### src/rtl/apu_tri_regs.sv
// Triangle-channel register front end: decodes CPU writes to the four
// triangle registers and runs the length and linear counters that gate the generator.
module apu_tri_regs #(
  parameter logic [15:0] BASE_ADDR = 16'h4008
) (
  input  logic        clk,
  input  logic        rst_n,
  input  logic        cpu_we,
  input  logic [15:0] cpu_addr,
  input  logic [7:0]  cpu_wdata,
  input  logic        chan_en,
  input  logic        qframe_tick,
  input  logic        hframe_tick,
  output logic [7:0]  r4008,
  output logic [7:0]  r4009,
  output logic [7:0]  r400a,
  output logic [7:0]  r400b,
  output logic [7:0]  len_cnt,
  output logic [6:0]  lin_cnt,
  output logic        len_active,
  output logic        gate
);

  // Write port handshake: cpu_we acts as a valid with an implicit, always-high
  // ready. Every cycle with cpu_we = 1 is exactly one accepted write.

  logic [7:0]  r4008_q, r4008_d;
  logic [7:0]  r4009_q, r4009_d;
  logic [7:0]  r400a_q, r400a_d;
  logic [7:0]  r400b_q, r400b_d;
  logic [7:0]  len_cnt_q, len_cnt_d;
  logic [6:0]  lin_cnt_q, lin_cnt_d;
  logic        reload_q, reload_d;

  logic [15:0] offset;
  logic        hit;
  logic        wr_4008, wr_4009, wr_400a, wr_400b;

  function automatic logic [7:0] len_lookup(input logic [4:0] idx);
    logic [7:0] v;
    case (idx)
      5'd0:  v = 8'd10;   5'd1:  v = 8'd254;  5'd2:  v = 8'd20;   5'd3:  v = 8'd2;
      5'd4:  v = 8'd40;   5'd5:  v = 8'd4;    5'd6:  v = 8'd80;   5'd7:  v = 8'd6;
      5'd8:  v = 8'd160;  5'd9:  v = 8'd8;    5'd10: v = 8'd60;   5'd11: v = 8'd10;
      5'd12: v = 8'd14;   5'd13: v = 8'd12;   5'd14: v = 8'd26;   5'd15: v = 8'd14;
      5'd16: v = 8'd12;   5'd17: v = 8'd16;   5'd18: v = 8'd24;   5'd19: v = 8'd18;
      5'd20: v = 8'd48;   5'd21: v = 8'd20;   5'd22: v = 8'd96;   5'd23: v = 8'd22;
      5'd24: v = 8'd192;  5'd25: v = 8'd24;   5'd26: v = 8'd72;   5'd27: v = 8'd26;
      5'd28: v = 8'd16;   5'd29: v = 8'd28;   5'd30: v = 8'd32;   default: v = 8'd30;
    endcase
    return v;
  endfunction

  // Modular subtraction: addresses below BASE_ADDR wrap to large offsets and miss.
  assign offset  = cpu_addr - BASE_ADDR;
  assign hit     = cpu_we && (offset[15:2] == 14'd0);
  assign wr_4008 = hit && (offset[1:0] == 2'd0);
  assign wr_4009 = hit && (offset[1:0] == 2'd1);
  assign wr_400a = hit && (offset[1:0] == 2'd2);
  assign wr_400b = hit && (offset[1:0] == 2'd3);

  always_comb begin
    r4008_d = r4008_q;
    r4009_d = r4009_q;
    r400a_d = r400a_q;
    r400b_d = r400b_q;
    if (wr_4008) r4008_d = cpu_wdata;
    if (wr_4009) r4009_d = cpu_wdata;
    if (wr_400a) r400a_d = cpu_wdata;
    if (wr_400b) r400b_d = cpu_wdata;
  end

  // Ticks read only _q values, so a same-cycle write never affects the tick.
  always_comb begin
    len_cnt_d = len_cnt_q;
    if (hframe_tick && (len_cnt_q != 8'd0) && !r4008_q[7])
      len_cnt_d = len_cnt_q - 8'd1;
    if (wr_400b && chan_en)
      len_cnt_d = len_lookup(cpu_wdata[7:3]);
    if (!chan_en)
      len_cnt_d = 8'd0;
  end

  always_comb begin
    lin_cnt_d = lin_cnt_q;
    reload_d  = reload_q;
    if (qframe_tick) begin
      if (reload_q)
        lin_cnt_d = r4008_q[6:0];
      else if (lin_cnt_q != 7'd0)
        lin_cnt_d = lin_cnt_q - 7'd1;
      if (!r4008_q[7])
        reload_d = 1'b0;
    end
    if (wr_400b)
      reload_d = 1'b1;
  end

  always_ff @(posedge clk or negedge rst_n) begin
    if (!rst_n) begin
      r4008_q   <= 8'd0;
      r4009_q   <= 8'd0;
      r400a_q   <= 8'd0;
      r400b_q   <= 8'd0;
      len_cnt_q <= 8'd0;
      lin_cnt_q <= 7'd0;
      reload_q  <= 1'b0;
    end else begin
      r4008_q   <= r4008_d;
      r4009_q   <= r4009_d;
      r400a_q   <= r400a_d;
      r400b_q   <= r400b_d;
      len_cnt_q <= len_cnt_d;
      lin_cnt_q <= lin_cnt_d;
      reload_q  <= reload_d;
    end
  end

  assign r4008      = r4008_q;
  assign r4009      = r4009_q;
  assign r400a      = r400a_q;
  assign r400b      = r400b_q;
  assign len_cnt    = len_cnt_q;
  assign lin_cnt    = lin_cnt_q;
  assign len_active = (len_cnt_q != 8'd0);
  assign gate       = (len_cnt_q != 8'd0) && (lin_cnt_q != 7'd0);

endmodule

### config.mk
export PLATFORM = sky130hd
export DESIGN_NAME = apu_tri_regs
export DESIGN_NICKNAME = d
export VERILOG_FILES = /design/src/rtl/apu_tri_regs.sv
export SDC_FILE = /design/constraint.sdc
export NUM_CORES = 1
export LEC_CHECK = 0
export CAP_MARGIN = 20
export CORE_UTILIZATION = 47
export DETAILED_ROUTE_END_ITERATION = 8
export GPL_ROUTABILITY_DRIVEN = 0
export PLACE_DENSITY = 0.8
export SYNTH_ARGS = -nofsm -noshare
export SYNTH_HDL_FRONTEND = slang
export SYNTH_SLANG_ARGS = --single-unit
### constraint.sdc
create_clock -name clk -period 2.2 [get_ports clk]
set_input_delay 0.33 -clock clk [delete_from_list [all_inputs] [get_ports clk]]
set_output_delay 0.33 -clock clk [all_outputs]
set_load 0.01 [all_outputs]
* Word level (Yosys, flattened, before mapping)
Memories as Yosys holds them, arrays and structs flattened. Cells that the tools add are included.
Operators by class: $add $sub $neg 3, equality and inequality tests 5, muxes and demuxes 8, reductions and logical operators 18
Operators by type and width (number):
- two-way mux 8 bit | 3
- subtractor 16 x 15 -> 16 bit (second input constant) | 1
- zero test 14 bit | 1
- two-way mux 7 bit | 2
- logical AND 1 bit | 9
- nonzero test 8 bit | 1
- subtractor 8 x 1 -> 8 bit (second input constant) | 1
- nonzero test 7 bit | 1
- subtractor 7 x 1 -> 7 bit (second input constant) | 1
- equality test 2 bit (second input constant) | 2
- AND reduction 2 bit | 2
- nonzero test 2 bit | 2
- two-way mux 1 bit | 3
- inequality test 3 x 1 -> 1 bit (second input constant) | 1
- equality test 2 x 1 -> 1 bit (second input constant) | 1
- zero test 2 bit | 1
- inequality test 2 x 1 -> 1 bit (second input constant) | 1
- zero test 1 bit | 1
Storage, ports and cells: output and inout bits 49, input port bits 30, word-level logic and storage cells 42, bits in registers 48, memory bits (read-only) 224, memories kept 1
Memory list:
- (no name shown) | depth 32, width 7, rd ports 1, clocked after Yosys merged registers in 0, wr ports 0, RTL line 41 | case (idx)

* Longest topological paths before layout
Gate-level depths: netlist (run 1).
word-level depth 7, depth in mapped cells 9

* Worst setup path before layout (run 1)
Ideal clock, no wire load.
path kind input to register, start point input port cpu_addr[3], end point register len_cnt_q[7], in the netlist len_cnt[7], data arrival time 2014 ps, stages on the path 8, setup slack 112 ps, cell sequence inv_1 > ha_1 > nor4b_4 > nand4_4 > or3_1 > buf_2 > or4_4 > o21ai_2
On the way: word-level cells in the longest chain between the ends 7
Ends and longest elaborated chain:
- start: declaration | RTL line 9 | input logic [15:0] cpu_addr,
- subtractor 16 x 15 -> 16 bit * | RTL line 55 | assign offset = cpu_addr - BASE_ADDR;
- zero test 14 bit * | RTL line 56 | assign hit = cpu_we && (offset[15:2] == 14'd0);
- logical AND 1 bit * | RTL line 56
- logical AND 1 bit * | RTL line 60 | assign wr_400b = hit && (offset[1:0] == 2'd3);
- logical AND 1 bit * | RTL line 78 | if (wr_400b && chan_en)
- two-way mux 8 bit | RTL line 78
- two-way mux 8 bit | RTL line 80 | if (!chan_en)
- end signal: assignment | RTL line 113 | len_cnt_q <= len_cnt_d;
- end: declaration | RTL line 31 | logic [7:0] len_cnt_q, len_cnt_d;
Mark *: on every way between the ends. The rest lies on a longest branch, timed or not. A chain may end at the register's enable or synchronous reset.

* Worst setup path after layout (run 1)
start point input port cpu_addr[6], end point register r400a_q[3], in the netlist r400a[3]
On the way: word-level cells in the longest chain between the ends 4
Ends and longest elaborated chain:
- subtractor 16 x 15 -> 16 bit | RTL line 55
- zero test 14 bit | RTL line 56
- logical AND 1 bit | RTL line 56
- logical AND 1 bit | RTL line 59 | assign wr_400a = hit && (offset[1:0] == 2'd2);
- end signal: assignment | RTL line 111 | r400a_q <= r400a_d;
- end: declaration | RTL line 29 | logic [7:0] r400a_q, r400a_d;
Every way passes these cells.

==> results of run 1 <==
==> cell usage after synthesis, drive strengths merged, types with 2 or more instances <==
| cell type | n | area (um^2) |
|---|---|---|
| nand2b | 3 | 18.8 |
| mux2i | 6 | 60.1 |
| a21oi | 18 | 90.1 |
| mux2 | 30 | 338 |
| clkbuf | 9 | 33.8 |
| buf | 3 | 13.8 |
| xor2 | 5 | 43.8 |
| or3 | 5 | 31.3 |
| and3 | 2 | 12.5 |
| nand3b | 2 | 15.0 |
| nand2 | 11 | 41.3 |
| nor2 | 15 | 56.3 |
| nor2b | 5 | 31.3 |
| nor3b | 4 | 30.0 |
| nor3 | 6 | 30.0 |
| nand3 | 5 | 25.0 |
| a211oi | 2 | 15.0 |
| nor4 | 4 | 40.0 |
| nor4b | 4 | 95.1 |
| ha | 10 | 125 |
| dfrtp | 48 | 1200 |
| inv | 13 | 48.8 |
| nand4 | 2 | 27.5 |
| o21ai | 19 | 98.8 |
==> layer usage <==
layer	up-vias	track usage	wire (um)
li1	1096	-	-
met1	1128	0.302	2900
met2	84	0.385	3140
met3	8	0.0529	371
met4	0	0.0736	93
met5	-	0	0
==> path summary, 6_finish.rpt <==
check                             from  slack, ns  cells after the start    endpoint
max                        cpu_addr[6]       0.17                      7    r400a[3]
min                              rst_n     -0.003                      1    r400b[4]
max reg2reg                 lin_cnt[4]       0.55                      5  lin_cnt[3]
min reg2reg                   r4009[1]       0.49                      1    r4009[1]
max in group asynchronous        rst_n       1.61                      2    r400b[0]
min in group clk              r4009[1]       0.49                      1    r4009[1]
==> area by class of cell <==
cell class                 count  share of cell area
clock buffer                   6              0.0213
clock inverter                 2             0.00258
inverter                      13              0.0126
multi-input combinational    174               0.367
sequential                    48               0.310
tap                           72              0.0232
timing repair buffer         110               0.264
==> sequential cells by signal (all words and copies together), names as in the netlist <==
signal,count
r4008,8
r400a,8
lin_cnt,7
r400b,8
len_cnt,8
r4009,8
reload_q,1
==> kinds of logic (layout without fill, tap and decap cells) <==
| group | Yosys count | after routing |
|---|---|---|
| AND/OR/NAND/NOR | 71 | 71 |
| buffers and inverters | 25 | 131 |
| multiplexers | 37 | 37 |
| adder cells (fa/ha/maj) | 10 | 10 |
| AO/OA/AOI/OAI | 50 | 50 |
| XOR/XNOR | 6 | 6 |
| flip-flops | 48 | 48 |
==> power by group <==
group / switching, uW / internal [uW]
logic: 597 / 698
clock network: 296 / 251
registers: 120 / 991
==> stage by stage <==
| step | utilization | setup TNS, ns | setup WS, ns | instances | cell area [um^2] |
|---|---|---|---|---|---|
| 6_report | 0.704 | 0 | 0.174 | 425 | 3880 |
| 5_1_grt | 0.704 | 0 | 0.0788 | 425 | 3880 |
| 4_1_cts | 0.702 | 0 | 0.00611 | 425 | 3860 |
| 3_5_place_dp | 0.675 | -13.62 | -0.420 | 414 | 3710 |
| 3_3_place_gp | 0.675 | -10.43 | -0.335 | 414 | 3710 |
| 2_1_floorplan | - | 0 | 0.112 | 247 | 2680 |
==> timing repair <==
| action | 4_1_cts | 5_1_grt |
|---|---|---|
| buffers inserted | 3 | 0 |
| hold buffers | 0 | 0 |
| setup endpoints to repair | 26 | 2 |
| pin swaps | 3 | 0 |
| gates resized for setup | 11 | 4 |
==> qor.log, run 1 <==
qor: logic_synthesis.post_synthesis_mean_instance_area 10.8 um^2
qor: grt.grt_first_pass_wirelength 10900 um
qor: logic_synthesis.netlist-cell-type-count 46
qor: setup_path.cp.buffers_inverters 3
qor: min_path.min_path_type in -> async
qor: placed_design.placement.io_buffers 78
qor: logic_synthesis.synth-warning-count 0
qor: setup_path.arrival_time_of_the_worst_setup_path 2.22 ns
qor: layout.layout-drive-gt1-share 0.193
qor: timing.fmax 494 MHz
qor: grt.grt-ovfl-total 0
qor: floorplanning.die_area 6010 um^2
qor: logic_synthesis.synth_fa_ha_area_frac 0.0467
qor: layout.finalNetCount 392
qor: layout.most_common_cell_after_layout_fill_and_taps_aside clkdlybuf4s50_1
qor: logic_synthesis.ys_ff_latch 48
qor: route.routed_via_density 5.45
qor: setup_path.cp_common_cell nor4b_4
qor: logic_synthesis.dominantRegCellSynth dfrtp_1
qor: route.drc 0
qor: pwr.power.density 762 nW/um^2
qor: setup_path.cp_top_family buffers and inverters
qor: floorplanning.die_w 77.5 um
qor: logic_synthesis.syn_nets 287
qor: logic_synthesis.synth_compound_area_frac 0.110
qor: layout.antennaDiodeCount 0
qor: clock_tree.clock_tree_from_tritoncts yes
qor: route.drt-pass1-iter-count 4
qor: timing.whs -0.00302 ns
qor: clock_tree.clock_sinks 48
qor: layout.multi_input_area 1420 um^2
qor: logic_synthesis.simple_gate_area_share_of_the_yosys_netlist 0.182
qor: setup_path.timing.critical_path.fanout_max 5
qor: outcome.outcome complete, but fails checks
qor: floorplanning.core.rowCount 27
qor: floorplanning.io_pins 79
qor: timing.grt_setup_unrepaired no
qor: clock_tree.cts-buffers-inserted 5
qor: outcome.failed_checks negative hold slack
qor: route.totalWireLength 6510 um
qor: setup_path.worst_ep_required_time 2.39 ns
qor: clock_tree.root_buffer clkbuf_8
qor: logic_synthesis.synthCells 247
qor: floorplanning.initial_utilization 0.486
qor: setup_path.worst_path_largest_cell_delay 0.45 ns
qor: setup_path.timing.critical_path.from_type input port
qor: layout.final_cell_mix 73 x clkdlybuf4s50_1, 48 x dfrtp_1, 31 x buf_4
qor: setup_path.cp_slowest_cell clkdlybuf4s50_1
qor: timing.max_slew_margin 0.625
qor: floorplanning.floorplan.core_area 5510 um^2
qor: logic_synthesis.main_combinational_cell_family_by_area_after_synthesis simple AND/OR/NAND/NOR gates
qor: logic_synthesis.synth_xor_xnor_area_share 0.0196
qor: setup_path.endpoint_class_of_the_critical_path flip-flop
qor: grt.antenna_found_initial 0
qor: layout.num-fill-cells 418
qor: clock_tree.clk_slew_on_worst_s_h_paths 0.09 ns
qor: clock_tree.cts_buffer_depth 2
qor: clock_tree.clk-insertion-delay-late 0.30 ns
qor: timing.worst_pin_slew 0.559 ns
qor: logic_synthesis.seq_area_frac_synth 0.448
qor: timing.timing.final.max_slew_violations 0
qor: logic_synthesis.post_synthesis_mux_area_share 0.157
qor: route.drt-wirelength-per-cell 15.3 um
qor: route.dr.first_iter.drc_count 91
qor: pwr.report.power.total 2950 uW
qor: logic_synthesis.netlist_area_before_placement 2680 um^2
qor: timing.timing.final.hold_violations 5
qor: layout.final-seq-area 1200 um^2
qor: route.vias 2316
qor: grt.gr-usage-all-layers 0.233
qor: logic_synthesis.synth_enable_flop_cells 0
qor: clock_tree.cts-htree-levels 2
qor: route.antenna_left 0
qor: timing.worst_clock_skew 0.00320 ns
qor: setup_path.path_cells clkdlybuf4s50_1 > nor4b_4 > nand4_4 > buf_6 > nor4b_4 > buf_4 > mux2_4
qor: layout.syn2layout_area_growth 44.8%
qor: timing.timing.final.crit_share 0.921
qor: placed_design.detailed_place_hpwl 4840 um
qor: grt.grt_max_degree 24
qor: timing.timing.final.setup_violations 0
qor: timing.fin_crit 2.03 ns
qor: grt.first_global_vias 2229
qor: floorplanning.die_h 77.5 um
qor: setup_path.crit_type in -> reg
qor: job.max_cap_viol_count 0
qor: logic_synthesis.synth_async_sr_flop_share 1.00
qor: pwr.total_leakage_power 0.00180 uW
qor: pwr.ir_worst_vdd 0.772 mV
No activity file was read; power rests on OpenSTA's default activity.
==> run 2: changes to the inputs <==
REMOVE_ABC_BUFFERS = 1   (was not set)
SKIP_LAST_GASP = 1   (was not set)
==> qor.log, run 2 (synthesized netlist as in run 1, its figures left out) <==
qor: placed_design.place.detailed.instances 411 [-0.72%]
qor: placed_design.placement.io_buffers 78 [unchanged]
qor: floorplanning.io_pins 79 [unchanged]
qor: grt.gr-max-usage-layer met2
qor: clock_tree.clk-insertion-delay-late 0.29 ns [about the same]
qor: grt.gr_layer_usage_met2 0.398 [+0.0133]
qor: setup_path.timing.critical_path.from_type flip-flop
qor: pwr.power.density 750 nW/um^2 [-1.4%]
qor: layout.instances_no_fill 424 [-0.24%]
qor: pwr.power.combinational.fraction 0.438 [about the same]
qor: clock_tree.cts-htree-levels 2 [unchanged]
qor: pwr.ir_worst_vdd 0.664 mV [-14%]
qor: clock_tree.clock_sinks 48 [unchanged]
qor: grt.grt_util_met3 0.0494 [-0.00353]
qor: timing.timing.final.setup_violations 0 [unchanged]
qor: timing.grt_setup_unrepaired no
qor: route.antenna_left 0 [unchanged]
qor: setup_path.crit_path_start len_cnt[1]
qor: grt.gr-usage-all-layers 0.222 [-0.0105]
qor: placed_design.place_area 3700 um^2 [-0.27%]
qor: route.drc 0 [unchanged]
qor: pwr.total_leakage_power 0.00178 uW [-0.93%]
qor: clock_tree.root_buffer clkbuf_8
qor: pwr.clock_share_of_power 0.175 [-0.010]
qor: timing.worst_clock_skew 0.00286 ns [-0.000340 ns]
qor: layout.finalNetCount 391 [-0.26%]
qor: timing.worst_pin_slew 0.557 ns [-0.00215 ns]
qor: grt.grt_first_pass_wirelength 10600 um [-3.3%]
qor: grt.grt_use_met1 0.272 [-0.0300]
qor: placed_design.detailed_place_hpwl 4700 um [-2.9%]
qor: timing.max_slew_margin 0.626 [+0.00144]
qor: setup_path.crit_type reg -> out
qor: floorplanning.floorplan.core_area 5510 um^2 [unchanged]
qor: setup_path.timing.critical_path.fanout_max 5 [unchanged]
qor: timing.timing.final.max_slew_violations 0 [unchanged]
qor: layout.final_cell_mix 74 x clkdlybuf4s50_1, 48 x dfrtp_1, 28 x buf_4
qor: timing.fin_crit 2.10 ns [+0.0714 ns]
qor: timing.timing.final.hold_violations 0 [-5]
qor: setup_path.endpoint_class_of_the_critical_path primary output
qor: pwr.p_seq_frac 0.386 [+0.010]
qor: grt.grt_max_degree 22 [-8.3%]
qor: layout.layout-drive-gt1-share 0.182 [-0.0108]
qor: setup_path.worst_ep_required_time 1.87 ns [-0.52 ns]
qor: grt.grt-ovfl-total 0 [unchanged]
qor: route.dr.first_iter.drc_count 58 [-36%]
qor: layout.syn2layout_area_growth 44.7% [about the same]
qor: grt.first_global_vias 2280 [+2.3%]
qor: floorplanning.initial_utilization 0.486 [unchanged]
qor: clock_tree.clock_tree_from_tritoncts yes
qor: outcome.outcome completed
qor: floorplanning.die_h 77.5 um [unchanged]
qor: route.drt-wirelength-per-cell 14.7 um [-4.2%]
qor: floorplanning.die_area 6010 um^2 [unchanged]
qor: layout.antennaDiodeCount 0 [unchanged]
qor: clock_tree.cts-buffers-inserted 5 [unchanged]
qor: layout.final_cell_area 3880 um^2 [about the same]
qor: clock_tree.clk_slew_on_worst_s_h_paths 0.08 ns [about the same]
qor: job.max_cap_viol_count 0 [unchanged]
qor: setup_path.arrival_time_of_the_worst_setup_path 1.77 ns [-0.45 ns]
qor: layout.most_common_cell_after_layout_fill_and_taps_aside clkdlybuf4s50_1
qor: route.drt-pass1-iter-count 4 [unchanged]
qor: clock_tree.cts_buffer_depth 2 [unchanged]
qor: floorplanning.die_w 77.5 um [unchanged]
qor: min_path.min_path_type in -> async
qor: pwr.switching_share 0.341 [-0.00188]
qor: timing.fmax 477 MHz [-3.4%]
qor: timing.timing.final.crit_share 0.953 [+0.0325]
qor: setup_path.timing.rr.start lin_cnt[3]
qor: floorplanning.core.rowCount 27 [unchanged]
qor: route.vias 2240 [-3.3%]
qor: grt.antenna_found_initial 0 [unchanged]
qor: route.routed_via_density 5.28 [-3.1%]
qor: pwr.power.switching 993 uW [-2.1%]
qor: pwr.internal_power 1920 uW [-1.2%]
qor: route.totalWireLength 6220 um [-4.4%]
## run 2: repair_timing
| action | CTS | global route |
|---|---|---|
| hold buffers | 1 | 0 |
| pin swaps | 2 | 0 |
| cloned | 0 | 0 |
| setup endpoints to repair | 26 | 2 |
| endpoints found under the hold margin | 18 | 0 |
| gates resized for setup | 11 | 3 |
| buffers inserted | 2 | 2 |
## run 2: metal layers
layer | part of all wire | vias to the layer above
met5 | 0 | -
met4 | 0.0071 | 0
met3 | 0.048 | 6
met2 | 0.52 | 64
met1 | 0.42 | 1076
li1 | - | 1094
## run 2: layout make-up
cell class | instances | area (um^2)
Clock inverter | 1 | 8.76
Timing Repair Buffer | 109 | 1030
Inverter | 13 | 48.8
Multi-Input combinational cell | 174 | 1420
Clock buffer | 7 | 76.3
Tap cell | 72 | 90.1
Sequential cell | 48 | 1200
Fill cell | 412 | 1630
## run 2: worst max-delay path, cell delays in order, from the launching register on
cell and delay, ns:
dfrtp_1 0.39, inv_1 0.08, ha_2 0.21, nor3b_4 0.23, nand2_1 0.09, clkdlybuf4s50_1 0.48
## run 2: stage by stage
step / setup WS (ns) / hold WS, ns / setup TNS [ns] / utilization / power, uW
after floorplan: -0.121 / 0.0344 / -0.144 / - / 1740
after global placement: -0.345 / 0.292 / -10.89 / 0.673 / 2310
after detailed placement: -0.385 / 0.296 / -12.68 / 0.673 / 2350
after CTS: 0.00648 / 0.504 / 0 / 0.699 / 2900
after global routing: 0.0115 / 0.519 / 0 / 0.704 / 3120
final: 0.102 / 0.500 / 0 / 0.704 / 2910
## run 2: power by group through the flow
stage | Sequential (uW) | Combinational, uW | Clock [uW]
finish | 1120 | 1280 | 510
global route | 1140 | 1410 | 568
CTS | 1120 | 1260 | 528
detailed placement | 1150 | 1200 | 0
global placement | 1130 | 1170 | 0
floorplan | 1170 | 569 | 0
## run 2: path summary, 6_finish.rpt
path,slack (ns),cells after the start,end
worst max-delay path,0.10,5,len_active
worst min-delay path,0.50,2,lin_cnt[4]
worst max register to register,0.55,5,lin_cnt[4]
worst min register to register,0.50,1,r400a[3]
max in group asynchronous,1.12,3,r400b[7]
min in group clk,0.50,1,r400a[3]
